## config.mk

```make
export PLATFORM = sky130hd
export DESIGN_NAME = uart_apb_seq_flat
export DESIGN_NICKNAME = d
export VERILOG_FILES = /design/src/rtl/uart_apb_seq_if.sv /design/src/rtl/uart_apb_seq.sv /design/src/flat_wrapper.sv
export SDC_FILE = /design/constraint.sdc
export NUM_CORES = 1
export LEC_CHECK = 0
export CORE_UTILIZATION = 39
export DETAILED_ROUTE_END_ITERATION = 16
export PLACE_DENSITY = 0.78
export SLEW_MARGIN = 20
export SYNTH_ARGS = -nofsm -noshare
export SYNTH_HDL_FRONTEND = slang
export SYNTH_SLANG_ARGS = --single-unit
```

## constraint.sdc

```tcl
create_clock -name clk -period 1.7 [get_ports clk]
set_clock_uncertainty 0.15 [all_clocks]
set_input_delay 0.425 -clock clk [delete_from_list [all_inputs] [get_ports clk]]
set_output_delay 0.425 -clock clk [all_outputs]
set_load 0.005 [all_outputs]
```

## src/rtl/uart_apb_seq_if.sv

```systemverilog
// uart_apb_seq_if: groups every non-clock/reset signal of the UART APB
// sequencer so the sequencer and its environment connect through one bundle.
//   master modport : the sequencer side (drives APB, TX ready, RX stream)
//   slave modport  : the environment side (UART APB slave, byte producer/consumer)
// Signals:
//   cfg_start_i/cfg_word_i   config write request and value
//   run_i                    enables polling and data transfers
//   tx_valid_i/tx_data_i/tx_ready_o   TX byte stream
//   rx_valid_o/rx_data_o/rx_ready_i   RX byte stream
//   paddr_o/pwdata_o/psel_o/penable_o/pwrite_o/prdata_i   APB master port
//   cfg_done_o/busy_o        status
interface uart_apb_seq_if;
  logic        cfg_start_i;
  logic [31:0] cfg_word_i;
  logic        run_i;
  logic        tx_valid_i;
  logic [7:0]  tx_data_i;
  logic        tx_ready_o;
  logic        rx_valid_o;
  logic [7:0]  rx_data_o;
  logic        rx_ready_i;
  logic [31:0] paddr_o;
  logic [31:0] pwdata_o;
  logic        psel_o;
  logic        penable_o;
  logic        pwrite_o;
  logic [31:0] prdata_i;
  logic        cfg_done_o;
  logic        busy_o;

  modport master (
    input  cfg_start_i, cfg_word_i, run_i, tx_valid_i, tx_data_i,
           rx_ready_i, prdata_i,
    output tx_ready_o, rx_valid_o, rx_data_o, paddr_o, pwdata_o,
           psel_o, penable_o, pwrite_o, cfg_done_o, busy_o
  );

  modport slave (
    output cfg_start_i, cfg_word_i, run_i, tx_valid_i, tx_data_i,
           rx_ready_i, prdata_i,
    input  tx_ready_o, rx_valid_o, rx_data_o, paddr_o, pwdata_o,
           psel_o, penable_o, pwrite_o, cfg_done_o, busy_o
  );
endinterface

```

## src/rtl/uart_apb_seq.sv

```systemverilog
// uart_apb_seq: APB master sequencer owning the UART APB slave port. Writes
// the UART config register on request, then polls the status register and
// schedules TX-data writes / RX-data reads between two byte streams.
// Ports:
//   clk   system clock, rising edge
//   rst_  asynchronous active-low reset
//   bus   uart_apb_seq_if.master (config request, run, TX/RX streams, APB)
// Build option:
//   UART_SEQ_RR_EN  defined -> round-robin TX/RX arbitration on ties;
//                   undefined -> RX always wins ties (no pointer register).
// All outputs are registered; next values are derived from the next state.
module uart_apb_seq (
  input  logic           clk,
  input  logic           rst_,
  uart_apb_seq_if.master bus
);

  localparam logic [31:0] ADDR_CFG    = 32'h0000_0000;
  localparam logic [31:0] ADDR_STAT   = 32'h0000_0004;
  localparam logic [31:0] ADDR_TXD    = 32'h0000_0008;
  localparam logic [31:0] ADDR_RXD    = 32'h0000_000C;
  localparam int unsigned TXFULL_BIT  = 0;
  localparam int unsigned RXEMPTY_BIT = 1;

  typedef enum logic [3:0] {
    IDLE,
    CFG_SETUP,
    CFG_ACC,
    POLL_SETUP,
    POLL_ACC,
    TX_SETUP,
    TX_ACC,
    RX_SETUP,
    RX_ACC
  } state_t;

  state_t      state;
  state_t      state_nx;
  state_t      dec_state;

  logic        cfg_pend;
  logic [31:0] cfg_word;
  logic        cfg_done;
  logic        rx_valid;
  logic [7:0]  rx_data;

  logic        tx_elig;
  logic        rx_elig;
  logic        tie_tx;

  logic [31:0] paddr,   paddr_nx;
  logic [31:0] pwdata,  pwdata_nx;
  logic        psel,    psel_nx;
  logic        penable, penable_nx;
  logic        pwrite,  pwrite_nx;
  logic        tx_ready, tx_ready_nx;
  logic        busy,    busy_nx;

  // Only the low byte and the two status flags of the read data matter.
  logic        unused_prdata;
  assign unused_prdata = ^bus.prdata_i[31:8];

  // Tie-break between TX and RX when both are eligible after a poll.
`ifdef UART_SEQ_RR_EN
  logic tx_first;
  assign tie_tx = tx_first;
`else
  assign tie_tx = 1'b0;
`endif

  // Eligibility is only meaningful while the status read is in its access
  // cycle; run_i gating lets a dropped run finish the poll and go idle.
  assign tx_elig = bus.run_i && bus.tx_valid_i && !bus.prdata_i[TXFULL_BIT];
  assign rx_elig = bus.run_i && !bus.prdata_i[RXEMPTY_BIT] && !rx_valid;

  // Common decision point: pending config first, then polling, else idle.
  always_comb begin
    dec_state = IDLE;
    if (cfg_pend) begin
      dec_state = CFG_SETUP;
    end else if (bus.run_i && cfg_done) begin
      dec_state = POLL_SETUP;
    end
  end

  // Next-state logic.
  always_comb begin
    state_nx = state;
    case (state)
      IDLE:       state_nx = dec_state;
      CFG_SETUP:  state_nx = CFG_ACC;
      CFG_ACC:    state_nx = dec_state;
      POLL_SETUP: state_nx = POLL_ACC;
      POLL_ACC: begin
        if (cfg_pend) begin
          state_nx = CFG_SETUP;
        end else if (tx_elig && rx_elig) begin
          state_nx = tie_tx ? TX_SETUP : RX_SETUP;
        end else if (rx_elig) begin
          state_nx = RX_SETUP;
        end else if (tx_elig) begin
          state_nx = TX_SETUP;
        end else begin
          state_nx = dec_state;
        end
      end
      TX_SETUP:   state_nx = TX_ACC;
      TX_ACC:     state_nx = dec_state;
      RX_SETUP:   state_nx = RX_ACC;
      RX_ACC:     state_nx = dec_state;
      default:    state_nx = IDLE;
    endcase
  end

  // Next APB/handshake outputs; address, data and direction are captured on
  // entry to a SETUP state and held through the following ACC state.
  always_comb begin
    paddr_nx    = paddr;
    pwdata_nx   = pwdata;
    pwrite_nx   = pwrite;
    psel_nx     = (state_nx != IDLE);
    penable_nx  = 1'b0;
    tx_ready_nx = (state_nx == TX_ACC);
    busy_nx     = (state_nx != IDLE);
    case (state_nx)
      IDLE: begin
        paddr_nx  = 32'h0;
        pwdata_nx = 32'h0;
        pwrite_nx = 1'b0;
      end
      CFG_SETUP: begin
        paddr_nx  = ADDR_CFG;
        pwdata_nx = cfg_word;
        pwrite_nx = 1'b1;
      end
      POLL_SETUP: begin
        paddr_nx  = ADDR_STAT;
        pwdata_nx = 32'h0;
        pwrite_nx = 1'b0;
      end
      TX_SETUP: begin
        paddr_nx  = ADDR_TXD;
        pwdata_nx = {24'h0, bus.tx_data_i};
        pwrite_nx = 1'b1;
      end
      RX_SETUP: begin
        paddr_nx  = ADDR_RXD;
        pwdata_nx = 32'h0;
        pwrite_nx = 1'b0;
      end
      CFG_ACC, POLL_ACC, TX_ACC, RX_ACC: begin
        penable_nx = 1'b1;
      end
      default: begin
        penable_nx = 1'b0;
      end
    endcase
  end

  // State register.
  always_ff @(posedge clk or negedge rst_) begin
    if (!rst_) begin
      state <= IDLE;
    end else begin
      state <= state_nx;
    end
  end

  // Registered outputs.
  always_ff @(posedge clk or negedge rst_) begin
    if (!rst_) begin
      paddr    <= 32'h0;
      pwdata   <= 32'h0;
      psel     <= 1'b0;
      penable  <= 1'b0;
      pwrite   <= 1'b0;
      tx_ready <= 1'b0;
      busy     <= 1'b0;
    end else begin
      paddr    <= paddr_nx;
      pwdata   <= pwdata_nx;
      psel     <= psel_nx;
      penable  <= penable_nx;
      pwrite   <= pwrite_nx;
      tx_ready <= tx_ready_nx;
      busy     <= busy_nx;
    end
  end

  // Config request latch: a new start always wins over the service clear so
  // a start arriving while a config write is launched is not lost.
  always_ff @(posedge clk or negedge rst_) begin
    if (!rst_) begin
      cfg_pend <= 1'b0;
      cfg_word <= 32'h0;
      cfg_done <= 1'b0;
    end else begin
      if (bus.cfg_start_i) begin
        cfg_pend <= 1'b1;
        cfg_word <= bus.cfg_word_i;
      end else if (state_nx == CFG_SETUP) begin
        cfg_pend <= 1'b0;
      end
      if (state == CFG_ACC) begin
        cfg_done <= 1'b1;
      end
    end
  end

  // RX holding register: loaded at the end of the RXD read, drained by the
  // consumer handshake. A poll never grants RX while it is occupied.
  always_ff @(posedge clk or negedge rst_) begin
    if (!rst_) begin
      rx_valid <= 1'b0;
      rx_data  <= 8'h0;
    end else if (state == RX_ACC) begin
      rx_valid <= 1'b1;
      rx_data  <= bus.prdata_i[7:0];
    end else if (rx_valid && bus.rx_ready_i) begin
      rx_valid <= 1'b0;
    end
  end

`ifdef UART_SEQ_RR_EN
  // Round-robin pointer: the direction just granted loses the next tie.
  always_ff @(posedge clk or negedge rst_) begin
    if (!rst_) begin
      tx_first <= 1'b0;
    end else if (state == POLL_ACC) begin
      if (state_nx == RX_SETUP) begin
        tx_first <= 1'b1;
      end else if (state_nx == TX_SETUP) begin
        tx_first <= 1'b0;
      end
    end
  end
`endif

  assign bus.paddr_o    = paddr;
  assign bus.pwdata_o   = pwdata;
  assign bus.psel_o     = psel;
  assign bus.penable_o  = penable;
  assign bus.pwrite_o   = pwrite;
  assign bus.tx_ready_o = tx_ready;
  assign bus.rx_valid_o = rx_valid;
  assign bus.rx_data_o  = rx_data;
  assign bus.cfg_done_o = cfg_done;
  assign bus.busy_o     = busy;

endmodule
```

## src/flat_wrapper.sv

```systemverilog
// flat-port wrapper written by rule: the top's interface ports become plain ports
module uart_apb_seq_flat 
  (clk, rst_, bus_cfg_start_i, bus_cfg_word_i, bus_run_i, bus_tx_valid_i, bus_tx_data_i, bus_rx_ready_i, bus_prdata_i, bus_tx_ready_o, bus_rx_valid_o, bus_rx_data_o, bus_paddr_o, bus_pwdata_o, bus_psel_o, bus_penable_o, bus_pwrite_o, bus_cfg_done_o, bus_busy_o);
  uart_apb_seq_if bus_i ();
  input  logic clk;
  input  logic rst_;
  input wire logic [$bits(bus_i.cfg_start_i)-1:0] bus_cfg_start_i;
  input wire logic [$bits(bus_i.cfg_word_i)-1:0] bus_cfg_word_i;
  input wire logic [$bits(bus_i.run_i)-1:0] bus_run_i;
  input wire logic [$bits(bus_i.tx_valid_i)-1:0] bus_tx_valid_i;
  input wire logic [$bits(bus_i.tx_data_i)-1:0] bus_tx_data_i;
  input wire logic [$bits(bus_i.rx_ready_i)-1:0] bus_rx_ready_i;
  input wire logic [$bits(bus_i.prdata_i)-1:0] bus_prdata_i;
  output wire logic [$bits(bus_i.tx_ready_o)-1:0] bus_tx_ready_o;
  output wire logic [$bits(bus_i.rx_valid_o)-1:0] bus_rx_valid_o;
  output wire logic [$bits(bus_i.rx_data_o)-1:0] bus_rx_data_o;
  output wire logic [$bits(bus_i.paddr_o)-1:0] bus_paddr_o;
  output wire logic [$bits(bus_i.pwdata_o)-1:0] bus_pwdata_o;
  output wire logic [$bits(bus_i.psel_o)-1:0] bus_psel_o;
  output wire logic [$bits(bus_i.penable_o)-1:0] bus_penable_o;
  output wire logic [$bits(bus_i.pwrite_o)-1:0] bus_pwrite_o;
  output wire logic [$bits(bus_i.cfg_done_o)-1:0] bus_cfg_done_o;
  output wire logic [$bits(bus_i.busy_o)-1:0] bus_busy_o;
  assign bus_i.cfg_start_i = bus_cfg_start_i;
  assign bus_i.cfg_word_i = bus_cfg_word_i;
  assign bus_i.run_i = bus_run_i;
  assign bus_i.tx_valid_i = bus_tx_valid_i;
  assign bus_i.tx_data_i = bus_tx_data_i;
  assign bus_i.rx_ready_i = bus_rx_ready_i;
  assign bus_i.prdata_i = bus_prdata_i;
  assign bus_tx_ready_o = bus_i.tx_ready_o;
  assign bus_rx_valid_o = bus_i.rx_valid_o;
  assign bus_rx_data_o = bus_i.rx_data_o;
  assign bus_paddr_o = bus_i.paddr_o;
  assign bus_pwdata_o = bus_i.pwdata_o;
  assign bus_psel_o = bus_i.psel_o;
  assign bus_penable_o = bus_i.penable_o;
  assign bus_pwrite_o = bus_i.pwrite_o;
  assign bus_cfg_done_o = bus_i.cfg_done_o;
  assign bus_busy_o = bus_i.busy_o;
  uart_apb_seq u_core (.clk(clk), .rst_(rst_), .bus(bus_i));
endmodule
```

==> Yosys cells after proc, flatten, opt, wreduce, memory -nomap -nowiden <==
Index checks and enable logic that the tools add are counted.
{ "word_totals": {"register_bits": 115, "inputBits": 78} }
{ "op_classes": {"eq_ne": 16, "muxes": 15, "reduce_logical": 23} }
{ "op_table": {"columns": ["cell", "n"], "rows": [
  ["$pmux 32 s4", 1],
  ["$pmux 32 s3", 1],
  ["$eq 4x3->1 const B", 8],
  ["$pmux 4 s6", 1],
  ["$eq 4x2->1 const B", 4],
  ["$mux 4", 4],
  ["$eq 4x1->1 const B", 2],
  ["$eq 4x4->1 const B", 2],
  ["$logic_not 4->1", 2],
  ["$reduce_bool 4->1", 2],
  ["$reduce_or 4->1", 2],
  ["$logic_and 1x1->1", 7],
  ["$reduce_bool 2->1", 3],
  ["$mux 1", 5],
  ["$mux 2", 2],
  ["$reduce_or 2->1", 2],
  ["$logic_not 1->1", 3],
  ["$reduce_bool 3->1", 1],
  ["$reduce_or 3->1", 1],
  ["$pmux 1 s2", 1]
]} }

==> Depth between registers and ports, before layout <==
{ "logic_depth": {"ltp_word": 11, "mapped_depth": 7, "mapped_depth_nobuf": 4} }

==> Least setup slack after synthesis <==
OpenSTA, ideal clock, no wires.
{ "synth_timing": {"path_type": "reg-to-reg", "start": "reg u_core.state[0]", "end": "reg u_core.pwdata[23] (netlist: u_core.bus.pwdata_o[23])", "setup_ns": 0.122, "arrival_ns": 1.543, "required_ns": 1.428, "slack_ns": -0.115, "path_stages_with_launch": 8, "path_cell_list": "dfrtp_1 > buf_2 > nor2_1 > nand3_2 > o21a_1 > buf_6 > buf_6 > a32o_1"} }
{ "synth_via": {"elab_chain_len": 6} }
{ "synth_lines": {"columns": ["element", "line", "rtl"], "rows": [
  ["start: declaration", "uart_apb_seq.sv:37", "state_t state;"],
  ["start signal: assignment", "uart_apb_seq.sv:165", "state <= state_nx;"],
  ["$eq 4x3->1 (tied with other cells)", "uart_apb_seq.sv:89", "case (state)"],
  ["$reduce_or 4->1 (no source line)", null, null],
  ["$pmux 4 s6 (*)", "uart_apb_seq.sv:89", null],
  ["$eq 4x2->1 (tied with other cells)", "uart_apb_seq.sv:125", "case (state_nx)"],
  ["$reduce_or 3->1 (no source line)", null, null],
  ["$pmux 32 s3 / $reduce_bool 3->1 (equally long branches)", null, null],
  ["end signal: assignment", "uart_apb_seq.sv:181", "pwdata <= pwdata_nx;"],
  ["end: declaration", "uart_apb_seq.sv:52", "logic [31:0] pwdata, pwdata_nx;"]
]} }
Every way passes the cells marked *; elsewhere a longest branch is shown, timed or not.
A chain may end at the register's enable or synchronous reset.

==> Worst setup path in the final report <==
{ "layout_timing": {"start": "reg u_core.state[3]", "end": "reg u_core.pwdata[3] (netlist: u_core.bus.pwdata_o[3])"} }
The elaborated chain is that of the path after synthesis.

==> qor.yml <==
ys_seq_area_share_pct: 56.99
grt_pass1_wl_um: 14440
vias: 2853
grt_pass1_vias: 2884
setup_viol_count_final: 35
clock_latency_ns: 0.35
initial_utilization_pct: 40.39
ant_nets: 0
worstReg2RegStart: "u_core.state[3]"
status: "finished with violations"
end_kind: "flop"
fillCellCount: 738
power.share.sequential_pct: 38.1
final.min_clock_period_ns: 1.784
ys_warn_count: 0
async_flop_share_pct: 100.0
criticalPathCategory: "flop to flop"
final_cell_count_no_fill: 550
p_int_mw: 5.190
whs_ns: 0.3358
yosys-top-cells-area: "dfrtp_1 (57%), mux2_2 (12%), a32o_1 (6.4%)"
cts_sinks: 85
drc_errors: 0
required_ns: 1.79
dp.cells: 517
power_leakage_nw: 2.519
die_area_um2: 9965
cts-root-buf: "clkbuf_8"
ys_types: 36
diodes: 0
grt_max_degree: 86
cts_buffer_depth: 2
finalWorstSetupSlack_ns: -0.08443
comb_power_share_pct: 44.4
grt_setup_unrepaired: "yes"
grt_overflow: 0
core_um2: 9240
finalCritPeriodShare_pct: 105.0
ys_ff_latch: 85
yosysMostFrequentCell: "dfrtp_1"
hold_violations: 0
grt.total_usage_pct: 18.68
path_max_fanout: 5
syn_area_um2: 3732
gp_congestion: 0.8368
finalWirelength_um: 9255
fmax_mhz: 560.4
syn2layout_area_growth_pct: 48.07
critPathArrivalTime_ns: 1.87
p_total_mw: 7.873
port-buffer-count: 102
hold_class: "flop to flop"
placed_area_um2: 5016
synth_top_cell_by_area: "dfrtp_1"
cts_tree: "yes"
synth-edff-count: 0
avgViaCountPerCell: 5.187
htree_levels: 3
cp-start-kind: "flop"
antenna_found_initial: 0
pre_cts_ws_ns: -0.7144
final_nets: 494
die_h_um: 99.83
p_per_area_nw_per_um2: 1425
hpwl_um: 5780
avgRoutedWirePerCell_um: 16.83
switching_share_pct: 34.08
cts_buffers: 9
vdd_drop_max_v: 0.0008170
p_sw_mw: 2.683
max_cap_viol_count: 0
synth_ff_type: "dfrtp_1"
fin_area_um2: 5527
drive_gt1_share_pct: 33.97
drtIter0Drc: 107
r2r_cells: 5
power_frac_clock_pct: 17.5
endpoint: "u_core.bus.pwdata_o[3]"
firstDrtPassIters: 4
io_pins: 157
worstReg2RegEnd: "u_core.bus.pwdata_o[3]"
rows: 35
tns_ns: -1.591
violations: "negative setup slack"
syn_avg_cell_area_um2: 13.38
critPathLaunch: "u_core.state[3]"
report.final.slew_viol_count: 0
r2r_setup_slack_ns: -0.08
clkSlewWorstSetupHoldPaths_ns: 0.10
synth_top_area_share_pct: 56.99
postSynthCellCount: 279
die_x_um: 99.83
yosys-top-cells-count: "dfrtp_1 (85), mux2_2 (40), buf_4 (31)"
final_util_pct: 59.81
## layout make-up
| class | instances | area (um^2) | share of cell area [%] |
|---|---|---|---|
| sequential | 85 | 2131 | 38.56 |
| tap | 129 | 161.4 | 2.921 |
| clock buffer | 11 | 151.4 | 2.739 |
| timing repair buffer | 149 | 1438 | 26.01 |
| clock inverter | 5 | 41.29 | 0.7471 |
| multi-input combinational | 165 | 1582 | 28.62 |
| inverter | 6 | 22.52 | 0.4075 |
## registers in the layout, summed over array words and instances (netlist names), 2 cells and up
| register | cells |
|---|---|
| u_core.bus.pwdata_o | 32 |
| u_core.state | 4 |
| u_core.bus.rx_data_o | 8 |
| u_core.cfg_word | 32 |
| u_core.bus.paddr_o | 2 |
## cells by family after synthesis
family / after synthesis / synth area share, %
compound gates: 74 / 17.30
xor+xnor: 1 / 0.2347
buf+inv: 59 / 10.22
flops: 85 / 56.99
mux: 41 / 12.34
other cells: 1 / 0.1005
simple gates: 18 / 2.816
## per-layer routing
layer  GRT usage, %  share of wire (%)
met1          23.88                 43
met2          31.09                 49
met3          4.387                7.3
met4          6.674                1.3
met5              0                  0
## power groups by stage
| stage | sequential [mW] | combinational [mW] | clock (mW) |
|---|---|---|---|
| finish | 3.00 | 3.50 | 1.38 |
| global route | 3.07 | 3.75 | 1.51 |
| CTS | 2.98 | 3.40 | 1.41 |
| detailed placement | 3.03 | 3.24 | 0 |
| global placement | 3.01 | 3.15 | 0 |
| floorplan | 2.98 | 1.54 | 0 |
## worst min-delay path by stage
stage | startpoint | to | slack (ns) | cells past startpoint
2_1_floorplan | rst_ | u_core.bus.cfg_done_o | -0.02 | 0
3_3_place_gp | u_core.bus.paddr_o[2] | u_core.bus.paddr_o[2] | 0.31 | 2
3_5_place_dp | u_core.bus.paddr_o[3] | u_core.bus.paddr_o[3] | 0.32 | 1
4_1_cts | u_core.bus.paddr_o[3] | u_core.bus.paddr_o[3] | 0.34 | 1
5_1_grt | u_core.bus.paddr_o[3] | u_core.bus.paddr_o[3] | 0.36 | 1
6_report | u_core.bus.paddr_o[3] | u_core.bus.paddr_o[3] | 0.34 | 1
## worst max-delay path: stages, from the launching register on
cell	delay, ns
dfrtp_1	0.38
and2b_2	0.26
o2111ai_4	0.16
buf_2	0.26
a2111oi_4	0.42
a211oi_2	0.06
## cells in the final DEF, fill, tap and decap left out, drive strengths merged
cell | Yosys | final
and2b | 2 | 2
a211oi | 9 | 9
o21a | 1 | 1
nor2b | 2 | 2
and3 | 4 | 4
xor2 | 1 | 1
a211o | 1 | 2
o2111ai | 2 | 2
clkdlybuf4s15 | 0 | 1
inv | 6 | 8
mux2 | 40 | 40
nand3 | 1 | 1
a21boi | 1 | 1
dlygate4sd2 | 0 | 52
o2111a | 1 | 1
nand2b | 2 | 2
a31oi | 8 | 8
a21o | 6 | 6
dlygate4sd3 | 0 | 1
buf | 42 | 47
o41ai | 1 | 1
nor2 | 2 | 2
dfrtp | 85 | 85
clkinvlp | 0 | 2
conb | 1 | 30
a32o | 24 | 24
clkdlybuf4s50 | 0 | 47
a2111oi | 8 | 8
o21ai | 3 | 3
clkinv | 0 | 1
nand2 | 5 | 5
o221ai | 8 | 8
clkbuf | 11 | 12
a21oi | 1 | 1
mux2i | 1 | 1
## what timing repair did
action,in CTS,in global routing
hold buffers,1,0
pin swaps,8,2
endpoints found under the setup margin,87,45
hold endpoints to repair,85,0
gates cloned,2,1
buffers inserted,13,0
gates resized for setup,94,10
Note: power is estimated with default switching activity, not from simulation.
==> RTL edit: new RTL, config.mk and constraints unchanged <==
Add a define of `UART_SEQ_RR_EN`.
--- a/src/rtl/uart_apb_seq.sv
+++ b/src/rtl/uart_apb_seq.sv
@@ -9,6 +9,8 @@
 //   UART_SEQ_RR_EN  defined -> round-robin TX/RX arbitration on ties;
 //                   undefined -> RX always wins ties (no pointer register).
 // All outputs are registered; next values are derived from the next state.
+`define UART_SEQ_RR_EN
+
 module uart_apb_seq (
   input  logic           clk,
   input  logic           rst_,
Check against the original RTL: no difference found for any inputs over 10 cycles, from zero or initial values and one cycle with rst_ low; that may be too few to reach the edited logic, so the function may still have changed.
==> RTL edit against the original RTL <==
- sequential share of layout area up 3.2 points
- the flow finishes with violations (design-rule violations, negative setup slack)
- routed wire length down 15%
- sequential cell count up 1
- critical path type unchanged
- final area down 6.6%
- sequential power up 1%
- area after synthesis down 3.6%
- total power down 3.8%
- via count down 12%
- setup slack better by 0.027 ns
==> RTL edit: results (changes against the original RTL) <==
| Metric | Value |
|---|---|
| DP HPWL | 5315 microns (-8.0%) |
| Layout fillers | 765 (+3.7%) |
| Hold slack final | 0.2839 ns (-0.05185 ns) |
| Max VDD drop | 0.7973 mV (-2.4%) |
| Outcome | finished, violations left |
| Synthesized area per cell | 13.48 sq um (+0.78%) |
| Failing checks | design-rule violations, negative setup slack |
| Largest cells by area after synthesis | dfrtp_1, mux2_2, buf_4 |
| Global-route usage over all layers | 0.1753 (-0.01152) |
| Final setup violation count | 11 (-69%) |
| Iteration-0 DRC Markers | 94 (-12%) |
| Pre-CTS WS | -0.4976 ns (+0.2168 ns) |
| Placed cell area | 4810 sq um (-4.1%) |
| Combinational Power Share | 0.411 (-0.033) |
| Post-synthesis cell type count | 35 (-2.8%) |
| Final critical-path setup slack | -0.05705 ns (+0.02738 ns) |
| Final Wtd Congestion | 0.8793 (+5.1%) |
| CP top delay family | simple AND/OR/NAND/NOR gates |
| Hold WC Path Type | in2reg |
| Switch share | 0.3212 (-0.01960) |
| Crit-path max FO | 10 (+5) |
| Share of cells above drive strength 1 | 0.2902 (-0.04942) |
| Hold path cells | 2 (+1) |
| # DRC | 14 (+14) |
| Leakage power | 2.500 nW (-0.78%) |
| Post-Route Setup TNS | -0.4840 ns (+1.107 ns) |
| Hold Crit Start | bus_prdata_i[0] |
| Max incr delay on CP | 0.48 ns (+0.06 ns) |
| Global-route wire length before repair | 12950 microns (-10%) |
| XOR/XNOR Fraction of Synth Area | 0 (-0.002347) |
==> RTL edit: cell types whose count changed after synthesis, moves of 7 or more <==
cell       change
a31oi_1        -8
a211oi_1       -8
a32o_1        -24
nand2_1        +7
nor2_1         +8
mux2i_1        +7
a22o_1        +24
a2111oi_0      -8
o221ai_1       -8
==> RTL edit: area by class of cell <==
type                            instances  area share
Inverter                                3    0.002181
Multi-Input combinational cell        161      0.2530
Clock inverter                          7     0.01405
Timing Repair Buffer                  144      0.2634
Sequential cell                        86      0.4173
Clock buffer                            9     0.02399
Tap cell                              108     0.02617
==> RTL edit: layer usage <==
layer	routed length [microns]	track usage	vias up
met5	0	0	-
met4	120	0.04895	0
met3	669	0.07230	13
met2	3901	0.3028	108
met1	3209	0.1992	1235
li1	-	-	1154
==> RTL edit: timing repair <==
action                                  4_1_cts  5_1_grt
endpoints found under the setup margin       69       22
hold buffers                                  1        0
gates resized for setup                      72       15
endpoints found under the hold margin        18        0
cloned                                        2        0
setup buffers                                13        3
pin swaps                                     5        5
